[config.mk]
export PLATFORM = sky130hd
export DESIGN_NAME = gear_shift_ctrl_flat
export DESIGN_NICKNAME = d
export VERILOG_FILES = /design/src/rtl/gear_shift_ctrl_pkg.sv /design/src/rtl/gear_shift_ctrl_if.sv /design/src/rtl/gear_shift_ctrl.sv /design/src/flat_wrapper.sv
export SDC_FILE = /design/constraint.sdc
export NUM_CORES = 1
export LEC_CHECK = 0
export ABC_AREA = 1
export BUFFER_PORTS_ARGS = -buffer_cell sky130_fd_sc_hd__buf_2
export CORE_ASPECT_RATIO = 1.4
export CORE_MARGIN = 10
export CORE_UTILIZATION = 59
export CTS_CLUSTER_DIAMETER = 100
export DETAILED_ROUTE_END_ITERATION = 16
export PLACE_DENSITY = 0.83
export SYNTH_ARGS = -nofsm -noshare
export SYNTH_HDL_FRONTEND = slang
export SYNTH_SLANG_ARGS = --single-unit
[constraint.sdc]
create_clock -name clk -period 4.9 [get_ports clk]
set_clock_uncertainty 0.15 [all_clocks]
set_input_delay 0.49 -clock clk [delete_from_list [all_inputs] [get_ports clk]]
set_output_delay 0.49 -clock clk [all_outputs]
set_load 0.05 [all_outputs]
[src/rtl/gear_shift_ctrl_pkg.sv]
// Shared definitions for the gear shift controller: gear encoding,
// per-gear speed limits, rpm thresholds and the FSM state type.
// The engine model uses these same constants so both agree on limits.
package gear_shift_ctrl_pkg;

    typedef logic [2:0]  gear_t;
    typedef logic [8:0]  speed_t;
    typedef logic [13:0] rpm_t;

    localparam gear_t NEUTRAL  = 3'd0;
    localparam gear_t GEAR_MAX = 3'd6;

    localparam int UPSHIFT_RPM_DEF   = 5500;
    localparam int DOWNSHIFT_RPM_DEF = 2000;
    localparam int CLUTCH_TICKS_DEF  = 2;
    localparam int LOCKOUT_TICKS_DEF = 5;

    // Wide enough for any sensible clutch/lockout tick count.
    localparam int CNT_W = 8;

    typedef enum logic [1:0] {
        ST_IDLE,
        ST_CLUTCH,
        ST_LOCKOUT
    } shift_state_t;

    // Highest road speed (km/h) a gear can be held at; a downshift is only
    // safe when the current speed fits inside the lower gear's limit.
    function automatic speed_t gear_max_speed(input gear_t g);
        case (g)
            3'd1:    return 9'd30;
            3'd2:    return 9'd70;
            3'd3:    return 9'd130;
            3'd4:    return 9'd200;
            3'd5:    return 9'd300;
            default: return 9'd0;
        endcase
    endfunction

endpackage

[src/rtl/gear_shift_ctrl_if.sv]
// Bundle of shift requests, vehicle state and controller status.
// The master side (driver/engine model) drives requests and sensor values;
// the slave side (controller) drives gear and shift status back.
interface gear_shift_ctrl_if;
    import gear_shift_ctrl_pkg::*;

    logic   tick_10hz;
    logic   auto_mode;
    logic   shift_up_req;
    logic   shift_down_req;
    rpm_t   rpm;
    speed_t speed_kmh;
    gear_t  gear;
    logic   clutch_open;
    logic   shift_done;
    logic   shift_reject;

    modport master (
        output tick_10hz, auto_mode, shift_up_req, shift_down_req, rpm, speed_kmh,
        input  gear, clutch_open, shift_done, shift_reject
    );

    modport slave (
        input  tick_10hz, auto_mode, shift_up_req, shift_down_req, rpm, speed_kmh,
        output gear, clutch_open, shift_done, shift_reject
    );

endinterface

[src/rtl/gear_shift_ctrl.sv]
// Gear shift controller: accepts manual or automatic shift decisions on the
// 10 Hz tick, holds the clutch open for a fixed number of ticks while the
// gear changes, then blocks further shifts for a lockout period.
module gear_shift_ctrl
    import gear_shift_ctrl_pkg::*;
#(
    parameter int UPSHIFT_RPM   = UPSHIFT_RPM_DEF,
    parameter int DOWNSHIFT_RPM = DOWNSHIFT_RPM_DEF,
    parameter int CLUTCH_TICKS  = CLUTCH_TICKS_DEF,
    parameter int LOCKOUT_TICKS = LOCKOUT_TICKS_DEF
) (
    input  logic              clk,
    input  logic              rst_n,
    gear_shift_ctrl_if.slave  bus
);

    localparam rpm_t            UP_TH   = rpm_t'(UPSHIFT_RPM);
    localparam rpm_t            DN_TH   = rpm_t'(DOWNSHIFT_RPM);
    localparam logic [CNT_W-1:0] CL_CNT = CNT_W'(CLUTCH_TICKS);
    localparam logic [CNT_W-1:0] LO_CNT = CNT_W'(LOCKOUT_TICKS);
    localparam logic [CNT_W-1:0] ONE    = CNT_W'(1);

    shift_state_t     state_q, state_d;
    logic [CNT_W-1:0] cnt_q, cnt_d;
    logic             pend_up_q, pend_up_d;
    logic             pend_down_q, pend_down_d;
    gear_t            target_q, target_d;
    gear_t            gear_q, gear_d;
    logic             done_q, done_d;
    logic             reject_q, reject_d;

    logic eff_up, eff_down;
    logic up_ok, down_ok;
    logic auto_up, auto_down;

    // Shift eligibility: a pulse arriving on the decision clock still counts,
    // manual up from neutral only at standstill, manual down only if the
    // current speed is legal in the lower gear; auto never touches neutral.
    always_comb begin
        eff_up    = pend_up_q | bus.shift_up_req;
        eff_down  = pend_down_q | bus.shift_down_req;
        up_ok     = ((gear_q != NEUTRAL) && (gear_q < GEAR_MAX)) ||
                    ((gear_q == NEUTRAL) && (bus.speed_kmh == '0));
        down_ok   = (gear_q == 3'd1) ||
                    ((gear_q >= 3'd2) && (bus.speed_kmh <= gear_max_speed(gear_q - 3'd1)));
        auto_up   = bus.auto_mode && (bus.rpm >= UP_TH) &&
                    (gear_q != NEUTRAL) && (gear_q < GEAR_MAX);
        auto_down = bus.auto_mode && (bus.rpm <= DN_TH) && (gear_q >= 3'd2);
    end

    // Next-state logic: decide in IDLE on a tick, count clutch ticks, then lockout ticks.
    always_comb begin
        state_d     = state_q;
        cnt_d       = cnt_q;
        pend_up_d   = pend_up_q;
        pend_down_d = pend_down_q;
        target_d    = target_q;
        gear_d      = gear_q;
        done_d      = 1'b0;
        reject_d    = 1'b0;

        case (state_q)
            ST_IDLE: begin
                pend_up_d   = eff_up;
                pend_down_d = eff_down;
                if (bus.tick_10hz) begin
                    pend_up_d   = 1'b0;
                    pend_down_d = 1'b0;
                    if (eff_down) begin
                        if (down_ok) begin
                            target_d = gear_q - 3'd1;
                            cnt_d    = CL_CNT;
                            state_d  = ST_CLUTCH;
                        end else begin
                            reject_d = 1'b1;
                        end
                    end else if (eff_up) begin
                        if (up_ok) begin
                            target_d = gear_q + 3'd1;
                            cnt_d    = CL_CNT;
                            state_d  = ST_CLUTCH;
                        end else begin
                            reject_d = 1'b1;
                        end
                    end else if (auto_up) begin
                        target_d = gear_q + 3'd1;
                        cnt_d    = CL_CNT;
                        state_d  = ST_CLUTCH;
                    end else if (auto_down) begin
                        target_d = gear_q - 3'd1;
                        cnt_d    = CL_CNT;
                        state_d  = ST_CLUTCH;
                    end
                end
            end
            ST_CLUTCH: begin
                if (bus.tick_10hz) begin
                    if (cnt_q <= ONE) begin
                        gear_d  = target_q;
                        done_d  = 1'b1;
                        cnt_d   = LO_CNT;
                        state_d = ST_LOCKOUT;
                    end else begin
                        cnt_d = cnt_q - ONE;
                    end
                end
            end
            ST_LOCKOUT: begin
                if (bus.tick_10hz) begin
                    if (cnt_q <= ONE) begin
                        cnt_d   = '0;
                        state_d = ST_IDLE;
                    end else begin
                        cnt_d = cnt_q - ONE;
                    end
                end
            end
            default: begin
                state_d = ST_IDLE;
                cnt_d   = '0;
            end
        endcase
    end

    // State register; reset abandons any shift in progress and returns to neutral.
    always_ff @(posedge clk or negedge rst_n) begin
        if (!rst_n) begin
            state_q     <= ST_IDLE;
            cnt_q       <= '0;
            pend_up_q   <= 1'b0;
            pend_down_q <= 1'b0;
            target_q    <= NEUTRAL;
            gear_q      <= NEUTRAL;
            done_q      <= 1'b0;
            reject_q    <= 1'b0;
        end else begin
            state_q     <= state_d;
            cnt_q       <= cnt_d;
            pend_up_q   <= pend_up_d;
            pend_down_q <= pend_down_d;
            target_q    <= target_d;
            gear_q      <= gear_d;
            done_q      <= done_d;
            reject_q    <= reject_d;
        end
    end

    assign bus.gear         = gear_q;
    assign bus.clutch_open  = (state_q == ST_CLUTCH);
    assign bus.shift_done   = done_q;
    assign bus.shift_reject = reject_q;

endmodule

[src/flat_wrapper.sv]
// flat-port wrapper written by rule: the top's interface ports become plain ports
module gear_shift_ctrl_flat import gear_shift_ctrl_pkg::*;
#(
    parameter int UPSHIFT_RPM   = UPSHIFT_RPM_DEF,
    parameter int DOWNSHIFT_RPM = DOWNSHIFT_RPM_DEF,
    parameter int CLUTCH_TICKS  = CLUTCH_TICKS_DEF,
    parameter int LOCKOUT_TICKS = LOCKOUT_TICKS_DEF
)
  (clk, rst_n, bus_tick_10hz, bus_auto_mode, bus_shift_up_req, bus_shift_down_req, bus_rpm, bus_speed_kmh, bus_gear, bus_clutch_open, bus_shift_done, bus_shift_reject);
  gear_shift_ctrl_if bus_i ();
  input  logic clk;
  input  logic rst_n;
  input wire logic [$bits(bus_i.tick_10hz)-1:0] bus_tick_10hz;
  input wire logic [$bits(bus_i.auto_mode)-1:0] bus_auto_mode;
  input wire logic [$bits(bus_i.shift_up_req)-1:0] bus_shift_up_req;
  input wire logic [$bits(bus_i.shift_down_req)-1:0] bus_shift_down_req;
  input wire logic [$bits(bus_i.rpm)-1:0] bus_rpm;
  input wire logic [$bits(bus_i.speed_kmh)-1:0] bus_speed_kmh;
  output wire logic [$bits(bus_i.gear)-1:0] bus_gear;
  output wire logic [$bits(bus_i.clutch_open)-1:0] bus_clutch_open;
  output wire logic [$bits(bus_i.shift_done)-1:0] bus_shift_done;
  output wire logic [$bits(bus_i.shift_reject)-1:0] bus_shift_reject;
  assign bus_i.tick_10hz = bus_tick_10hz;
  assign bus_i.auto_mode = bus_auto_mode;
  assign bus_i.shift_up_req = bus_shift_up_req;
  assign bus_i.shift_down_req = bus_shift_down_req;
  assign bus_i.rpm = bus_rpm;
  assign bus_i.speed_kmh = bus_speed_kmh;
  assign bus_gear = bus_i.gear;
  assign bus_clutch_open = bus_i.clutch_open;
  assign bus_shift_done = bus_i.shift_done;
  assign bus_shift_reject = bus_i.shift_reject;
  gear_shift_ctrl #(.UPSHIFT_RPM(UPSHIFT_RPM), .DOWNSHIFT_RPM(DOWNSHIFT_RPM), .CLUTCH_TICKS(CLUTCH_TICKS), .LOCKOUT_TICKS(LOCKOUT_TICKS)) u_core (.clk(clk), .rst_n(rst_n), .bus(bus_i));
endmodule
==> metrics.md <==
| Metric | Value |
|---|---|
| Status | `finished clean` |
| Routed len/inst | `about 12 um` |
| CTS clk-pin slew, worst paths | `0.10 ns` |
| Max Cap Viol | `0` |
| Commonest cells in the netlist | `nand2_1, inv_1, nor2_1` |
| Post-synth top area cell | `dfrtp_1` |
| Syn Nets | `between 200 and 300` |
| Antenna Cells | `0` |
| Synth Cell Area | `between 1500 and 2000 um2` |
| RSZ-0062 raised after global routing | `false` |
| Setup Viol. Count Final | `0` |
| Worst rel slew slack | `between 70% and 80%` |
| WP data arrival | `~3.2 ns` |
| Syn Inst Count | `245` |
| DRC errors left | `0` |
| Synth area leaders | `dfrtp_1, nand2_1, ha_1, inv_1, nor2_1` |
| Critical path's largest stage delay | `approximately 0.50 ns` |
| Synth top area share | `between 20% and 30%` |
| DIE HEIGHT | `83.3 um` |
| Largest net degree at the start of global routing | `21` |
| DP Cell Count | `~310` |
| Fmax | `0.321 GHz` |
| EDFF count, synth | `0` |
| DPL Wire Length | `~3200 um` |
| CP Class | `reg2reg` |
| Clk sink count | `20` |
| Synth-to-Final Area Change | `14.0%` |
| Grt ovf | `0` |
| Overall routing resource usage | `between 10 and 15%` |
| Async set-reset flop share out of synthesis | `between 90% and 100%` |
| Setup TNS | `0 ns` |
| Root Buffer | `clkbuf_4` |
| Most used cell, CP | `nand2_1` |
| DRT Pass-1 Iters | `4` |
| FF+latch count, synth | `20` |
| Syn Area/Cell | `6.89 um2` |
| Final core utilization | `a little under three quarters` |
| Finished Layout Cells | `approximately 320` |
| Max FO, Critical Path | `9` |
| Die width | `around 65 um` |
| Drt total wl | `around 3800 um` |
| Final period util | `roughly 63%` |
| Number of fill cells | `between 200 and 300` |
| Synthesis Warnings | `0` |
| Multi-input gate area | `slightly above 1000 um2` |
| Slew @ Worst Pin | `0.440 ns` |
| Vias per cell | `approximately 5.0` |
| Critical Path Start Type | `register` |
| Num rows | `22` |
| Gp weighted congestion | `between 0.8 and 0.9` |
| Critical-path cell list | `inv_1, ha_1, or2_2, nand2_1, inv_1, o21ai_0, inv_1, ha_1, nand2_1, nand2_1, nand2_1, nand2_1, nand2_1, nand2_1, nand2_1, nand2_1, nand2_1, nand2_1, nand2_2, nand3_4, nand2_1, nand2_1` |
| Clock Latency Late Sink | `roughly 0.29 ns` |
| Final Hold Viols | `0` |
| Die area | `approximately 5400 um2` |
| Leakage | `approximately 1.1 nW` |
| Synth unique cells | `29` |
| Post-synthesis sequential area ratio | `slightly below 30%` |
| Setup Fix Bufs, Post-CTS | `0` |
| CTS tree | `yes` |
| Initial antenna violation count | `0` |
| Vias in the first global route | `about 1.5k` |
| Detail Route Antenna Nets | `0` |
| Sequential Area | `500 um2` |
| Drt initial violations | `74` |
| Initial core utilization | `a little over three fifths` |
| Critical Path Sink Type | `register` |
| Clk buf depth | `2` |
| Slowest CP cell | `dfrtp_1` |
| Hold crit path type | `in2reg` |
| Worst EP required | `~4.9 ns` |
| I/O pin count | `35` |
| Pwr dens | `between 500 and 600 nW/um2` |
| TritonCTS buffer count | `3` |
| Final nets | `roughly 330` |
| Slew Viols, Final | `0` |
| Layout cells sized above 1 | `17.0%` |
| Max VDD drop | `391 uV` |
| # port buffers | `34` |
| Vias | `around 1.6k` |
| Core area | `2700 um2` |
| H-tree depth | `1` |
| Final min period | `approximately 3.1 ns` |
| Global-route wire length before repair | `around 6400 um` |
| Most numerous cell in the Yosys netlist | `nand2_1` |
| Primary FF master, synth | `dfrtp_1` |
-- logic make-up (layout without fill, tap and decap cells) --
logic type | count (synthesis) | in the layout | share of synthesized area [%]
fa+ha+maj | 16 | 16 | 11.9
buf+inv | 38 | 75 | 8.90
xor+xnor | 8 | 8 | 4.15
compound gates | 25 | 25 | 8.30
simple gates | 138 | 138 | 37.1
flops | 20 | 20 | 29.7
-- worst max-delay path: cells and delay by family (launching register included) --
kind,cells,cell delay [ns]
and+or+nand+nor,16,1.42
DFF,1,0.50
adders and majority gates,2,0.49
buffers and inverters,3,0.29
AOI/OAI and AO/OA,1,0.16
-- registers in the layout (all words and copies together), names as in the netlist --
signal	flops
u_core.cnt_q	8
u_core.bus.gear	3
u_core.target_q	3
u_core.state_q	2
u_core.bus.shift_done	1
u_core.bus.shift_reject	1
u_core.pend_down_q	1
u_core.pend_up_q	1
-- per-stage QoR --
stage / hold slack, ns / power, mW / worst slack (ns) / area, um2
floorplan: 0.0444 / 0.916 / 1.73 / 1690
global placement: 0.311 / 1.07 / 1.89 / 1890
detailed placement: 0.310 / 1.08 / 1.78 / 1890
CTS: 0.294 / 1.16 / 1.78 / 1920
global route: 0.306 / 1.28 / 1.48 / 1920
finish: 0.302 / 1.15 / 1.79 / 1920
-- layer usage --
metal / GRT usage, % / routed length (um) / share of wire (%) / vias up
met5: 0 / 0 / 0 / -
met4: 4.28 / 19 / 0.50 / 0
li1: - / - / - / 859
met1: 14.2 / 1540 / 41 / 706
met3: 2.82 / 235 / 6.2 / 2
met2: 26.4 / 1980 / 52 / 36
-- cell usage in the layout, fill, tap and decap left out, drive strengths merged, types with 3 or more instances in the layout --
| master | count |
|---|---|
| a21oi | 9 |
| buf | 34 |
| clkbuf | 3 |
| dfrtp | 20 |
| ha | 16 |
| inv | 37 |
| nand2 | 74 |
| nand3 | 10 |
| nand4 | 11 |
| nor2 | 31 |
| nor3 | 5 |
| o21ai | 10 |
| or2 | 3 |
| xnor2 | 3 |
| xor2 | 5 |
-- power breakdown --
group / internal [mW] / switching [mW]
logic: 0.267 / 0.510
clock network: 0.0286 / 0.0463
registers: 0.232 / 0.0687
-- what timing repair did --
item | in CTS | in global routing
resized for setup | 0 | 0
endpoints found under the hold margin | 20 | 0
endpoints found under the setup margin | 0 | 0
hold buffers | 1 | 0
-- final timing paths --
| path | slack (ns) | cells past startpoint | to | startpoint |
|---|---|---|---|---|
| max | 1.79 | 22 | u_core.cnt_q[6] | u_core.bus.gear[1] |
| min in group asynchronous | 0.51 | 2 | u_core.state_q[1] | rst_n |
| max in group asynchronous | 3.79 | 2 | u_core.bus.gear[2] | rst_n |
| max reg2reg | 1.79 | 22 | u_core.cnt_q[6] | u_core.bus.gear[1] |
| min | 0.30 | 3 | u_core.pend_down_q | bus_shift_down_req |
| min reg2reg | 0.36 | 2 | u_core.pend_down_q | u_core.pend_down_q |
-- area by class of cell --
type	instances	share of cell area [%]
multi-input cells	187	53.9
flip-flops and latches	20	26.0
repair buffers	35	9.36
well taps	36	2.34
inverters	37	7.22
clock buffers	3	1.17
Note: power is estimated with default switching activity, not from simulation.
